--- config.mk ---
export PLATFORM = sky130hd
export DESIGN_NAME = tty_tx_arb
export DESIGN_NICKNAME = d
export VERILOG_FILES = /design/src/rtl/tty_tx_arb.sv
export SDC_FILE = /design/constraint.sdc
export NUM_CORES = 1
export LEC_CHECK = 0
export ABC_AREA = 1
export ABC_CLOCK_PERIOD_IN_PS = 3500
export CAP_MARGIN = 40
export CORE_MARGIN = 2
export CORE_UTILIZATION = 47
export CTS_CLUSTER_SIZE = 24
export DETAILED_ROUTE_END_ITERATION = 10
export GPL_TIMING_DRIVEN = 0
export HOLD_SLACK_MARGIN = 0.08
export PLACE_DENSITY = 0.7
export SYNTH_ARGS = -nofsm -noshare
export SYNTH_HDL_FRONTEND = slang
export SYNTH_SLANG_ARGS = --single-unit
--- constraint.sdc ---
create_clock -name clk_i -period 3.5 [get_ports clk_i]
set_input_delay 0.35 -clock clk_i [delete_from_list [all_inputs] [get_ports clk_i]]
set_output_delay 0.35 -clock clk_i [all_outputs]
set_load 0.01 [all_outputs]
--- src/rtl/tty_tx_arb.sv ---
// tty_tx_arb: round-robin arbiter sharing one teleprinter transmitter between two character
// sources. Runs the clear / load / await-done sequence for each char, with a stuck-transmitter
// timeout and an optional idle gap after every char.
module tty_tx_arb #(
   parameter int unsigned TIMEOUT = 200000,
   parameter int unsigned GAP     = 0,
   parameter int unsigned TW      = 24
) (
   input  logic       clk_i,
   input  logic       reset_i,
   input  logic [1:0] req_valid_i,
   input  logic [7:0] req_data0_i,
   input  logic [7:0] req_data1_i,
   output logic [1:0] req_ready_o,
   output logic [7:0] tx_data_o,
   output logic       tx_clr_o,
   output logic       tx_set_o,
   input  logic       tx_done_i,
   input  logic       err_clr_i,
   output logic [1:0] grant_o,
   output logic       busy_o,
   output logic       timeout_err_o
);

   // Terminal timer values; WAIT gives up on its TIMEOUT-th cycle, GAP lasts GAP+1 cycles.
   localparam logic [TW-1:0] TimeoutLast = TW'(TIMEOUT - 1);
   localparam logic [TW-1:0] GapLast     = TW'(GAP);

   typedef enum logic [2:0] {
      StIdle,
      StClr,
      StSet,
      StWait,
      StGap
   } state_e;

   state_e          state_q, state_d;
   logic            last_grant_q, last_grant_d;
   logic [1:0]      grant_q, grant_d;
   logic [7:0]      char_q, char_d;
   logic [7:0]      tx_data_q, tx_data_d;
   logic            done_prev_q, done_prev_d;
   logic [TW-1:0]   timer_q, timer_d;
   logic            err_q, err_d;

   logic            winner;
   logic            any_valid;
   logic            done_edge;

   // Pick the requesting source; on a tie the one that did not win last time goes first.
   always_comb begin
      any_valid = |req_valid_i;
      winner    = 1'b0;
      unique case (req_valid_i)
         2'b01:   winner = 1'b0;
         2'b10:   winner = 1'b1;
         2'b11:   winner = ~last_grant_q;
         default: winner = 1'b0;
      endcase
   end

   // done_prev is forced high on WAIT entry, so a done level left over from before is not an edge.
   assign done_edge = tx_done_i & ~done_prev_q;

   // Next-state and pulse outputs for the clear/load/await-done sequence.
   always_comb begin
      state_d      = state_q;
      last_grant_d = last_grant_q;
      grant_d      = grant_q;
      char_d       = char_q;
      tx_data_d    = tx_data_q;
      done_prev_d  = done_prev_q;
      timer_d      = timer_q;
      err_d        = err_q;
      req_ready_o  = 2'b00;
      tx_clr_o     = 1'b0;
      tx_set_o     = 1'b0;

      // A timeout raised below in the same cycle overrides this clear.
      if (err_clr_i) begin
         err_d = 1'b0;
      end

      unique case (state_q)
         StIdle: begin
            if (any_valid) begin
               req_ready_o[winner] = 1'b1;
               char_d              = winner ? req_data1_i : req_data0_i;
               grant_d             = winner ? 2'b10 : 2'b01;
               last_grant_d        = winner;
               state_d             = StClr;
            end
         end
         StClr: begin
            tx_clr_o  = 1'b1;
            // Present the char on tx_data in the same cycle as tx_set.
            tx_data_d = char_q;
            state_d   = StSet;
         end
         StSet: begin
            tx_set_o    = 1'b1;
            timer_d     = '0;
            done_prev_d = 1'b1;
            state_d     = StWait;
         end
         StWait: begin
            done_prev_d = tx_done_i;
            if (done_edge) begin
               timer_d = '0;
               state_d = StGap;
            end else if (timer_q == TimeoutLast) begin
               err_d   = 1'b1;
               timer_d = '0;
               state_d = StGap;
            end else begin
               timer_d = timer_q + TW'(1);
            end
         end
         StGap: begin
            if (timer_q == GapLast) begin
               timer_d = '0;
               grant_d = 2'b00;
               state_d = StIdle;
            end else begin
               timer_d = timer_q + TW'(1);
            end
         end
         default: begin
            grant_d = 2'b00;
            state_d = StIdle;
         end
      endcase
   end

   // State registers with synchronous reset; reset drops any char in flight.
   always_ff @(posedge clk_i) begin
      if (reset_i) begin
         state_q      <= StIdle;
         last_grant_q <= 1'b1;
         grant_q      <= 2'b00;
         char_q       <= 8'h00;
         tx_data_q    <= 8'h00;
         done_prev_q  <= 1'b0;
         timer_q      <= '0;
         err_q        <= 1'b0;
      end else begin
         state_q      <= state_d;
         last_grant_q <= last_grant_d;
         grant_q      <= grant_d;
         char_q       <= char_d;
         tx_data_q    <= tx_data_d;
         done_prev_q  <= done_prev_d;
         timer_q      <= timer_d;
         err_q        <= err_d;
      end
   end

   assign tx_data_o     = tx_data_q;
   assign grant_o       = grant_q;
   assign busy_o        = (state_q != StIdle);
   assign timeout_err_o = err_q;

endmodule

==> run summary <==
Delay-heaviest family, CP -> buffers and inverters
FF+latch count, synth -> 48
Clock-pin slew on the worst setup and hold paths -> 90 ps
TNS Setup -> 0 ps
Worst Hold Class -> input port to flip-flop
1st-pass router iterations -> 4
Core ar. -> 0.00557 sq mm
Final Net Count -> 498
Syn nets -> 455
Fin crit share -> 72.5%
Number of synthesized flops with an enable pin -> 0
Area after DPL -> 0.00319 sq mm
# rows -> 27
Vias per Instance -> 5.08
Hold buffer count at CTS -> 0
Storage cell area -> 961 sq um
Unrepaired setup endpoints after global routing -> false
# DRC -> 0
Port Buf Inserts -> 36
Pleak -> 1.41 nW
Final Hold Fails -> 0
Starting DRT DRC Count -> 200
Fillers -> 577
Fmax -> 0.394 GHz
H-tree level count -> 2
Slew margin rel. -> 54.7%
Inserted Diodes -> 0
CP bufs+invs -> 4
Worst skew pair latency -> 310 ps
Cts repair resizes -> 0
Most Frequent Cell on Critical Path -> clkdlybuf4s50_1
Crit path capture type -> output port
Share of cells above drive strength 1 -> 6.95%
Die area -> 0.00646 sq mm
Maxcap violations -> 0
Clock Path Buffers -> 2
Critical path's slowest cell -> clkdlybuf4s50_1
Top Ports -> 38
Post-route cell area -> 0.00329 sq mm
Status -> complete, no violations
CP max stage delay -> 560 ps
Vias in the first global route -> 2741
Drt wl/cell -> 12.6 um
Routability cong. -> 0.902
Post-synthesis async set-or-reset flop share -> 0%
Largest net degree at the start of global routing -> 16
HPWL Detailed -> 5.21 mm
GR Util All Layers -> 23.7%
Min cycle time layout -> 2540 ps
Clk root buf -> clkbuf_8
# Post-CTS Setup Buffers -> 0
Synthesized cell area -> 0.00274 sq mm
Grt total ovfl -> 0
DRT antenna net count -> 0
Clock sink total -> 48
DIE HEIGHT -> 80.4 um
Crit-path max FO -> 10
Mapped Avg Cell Area -> 6.36 sq um
YS warnings -> 0
Max-slew violation count -> 0
Initial antenna violation count -> 0
Max VDD drop -> 0.304 mV
CP Launch Type -> input port
Arr. time, crit path -> 2190 ps
Initial core utilization -> 49.2%
Cell area power density -> 365 mW/mm^2
Worst slew pin tran -> 676 ps
CP required -> 3150 ps
Detailed Route WL -> 6.87 mm
Critical Path, Cell by Cell -> clkdlybuf4s50_1, inv_1, a21oi_2, inv_2, nor2_1, clkdlybuf4s50_1
Num CTS Buffers -> 5
Area of the multi-input gates -> 0.00153 sq mm
Top FF cell, synth -> dfxtp_1
Die width -> 80.4 um
Area delta synth->final -> 20.0%
CTS tree -> done
Register area share after synthesis -> 35.1%
First-pass GRT wire length -> 12.1 mm
Skew final -> 9.82 ps
Critical path type -> input port to output port
Final setup violation count -> 0
Total number of vias -> 2777
Post-synthesis cell count -> 431
Synth cell types -> 34
[state kept, by name, summed over array words and instances (netlist names)]
name and count:
timer_q 24, char_q 8, tx_data_o 8, state_q 3
grant_o 2, done_prev_q 1, last_grant_q 1, timeout_err_o 1
[power breakdown]
group	internal (mW)	leakage [nW]	total, mW	switching, mW
registers	0.581	0.391	0.603	0.0219
clock network	0.160	0.0434	0.370	0.210
logic	0.0988	0.978	0.227	0.128
total	0.841	1.41	1.20	0.360
[path summary, 6_finish.rpt]
check	cells after the start	start	slack, ps	end
max	6	req_valid_i[1]	960	req_ready_o[1]
min	2	reset_i	430	grant_o[0]
max reg2reg	9	timer_q[0]	1650	timer_q[13]
min reg2reg	2	timeout_err_o	470	timeout_err_o
[layout by cell type (no fill, tap or decap), drive strengths merged]
cell type and count:
nand3b 1, nand4 8, dfxtp 48, a31oi 3, clkbuf 11, o221ai 1, and2 1, nand3 36
clkinvlp 2, a21oi 38, xor2 12, a211oi 1, nor3 2, clkdlybuf4s50 36, ha 2, o21bai 1
o211ai 1, nor2 69, buf 4, clkinv 1, inv 54, nand2 122, o21ai 20, or2 1
[routing by layer]
layer	vias to the layer above	wire length (um)	GRT usage (%)
met4	0	83	7.29
met3	6	312	6.07
met2	65	3270	40.6
met1	1250	3200	29.0
li1	1456	-	-
met5	-	0	0
[synth_stat cells (2+ instances only)]
library cell	count	share of area, %
ha_1	2	0.91
nor2_1	62	8.5
nand3_2	3	1.1
nand2_1	120	16
nor2_2	5	1.1
buf_2	2	0.37
nor2_4	2	0.82
dfxtp_1	48	35
nand4_1	8	1.8
clkbuf_1	5	0.69
o21ai_0	17	3.1
a21oi_1	37	6.8
a31oi_1	3	0.69
o21ai_2	2	0.64
nand3_1	33	6.0
xor2_1	12	3.8
inv_2	3	0.41
inv_1	51	7.0
[metrics by stage]
step / hold WS (ps) / power, mW / util, % / setup slack [ps] / cells
floorplan: 449 / 0.735 / - / 1920 / 431
global placement: 453 / 0.841 / 57.2 / 981 / 539
detailed placement: 453 / 0.842 / 57.2 / 959 / 539
CTS: 408 / 1.21 / 59.0 / 945 / 547
global route: 420 / 1.26 / 59.0 / 790 / 547
finish: 427 / 1.20 / 59.0 / 963 / 547
[kinds of logic after synthesis]
kind of cell | synth area share, %
and+or+nand+nor | 37.8
AOI/OAI and AO/OA | 13.2
buffers and inverters | 9.18
DFF | 35.1
xor gates and xnor gates | 3.84
adders and majority gates | 0.913
[layout make-up]
type | count | area share [%]
Clock buffer | 6 | 2.51
Tap cell | 72 | 2.74
Multi-Input combinational cell | 319 | 46.5
Clock inverter | 2 | 0.457
Timing Repair Buffer | 36 | 11.0
Buffer | 9 | 1.33
Inverter | 55 | 6.32
Sequential cell | 48 | 29.2
No activity file was read; power rests on OpenSTA's default activity.
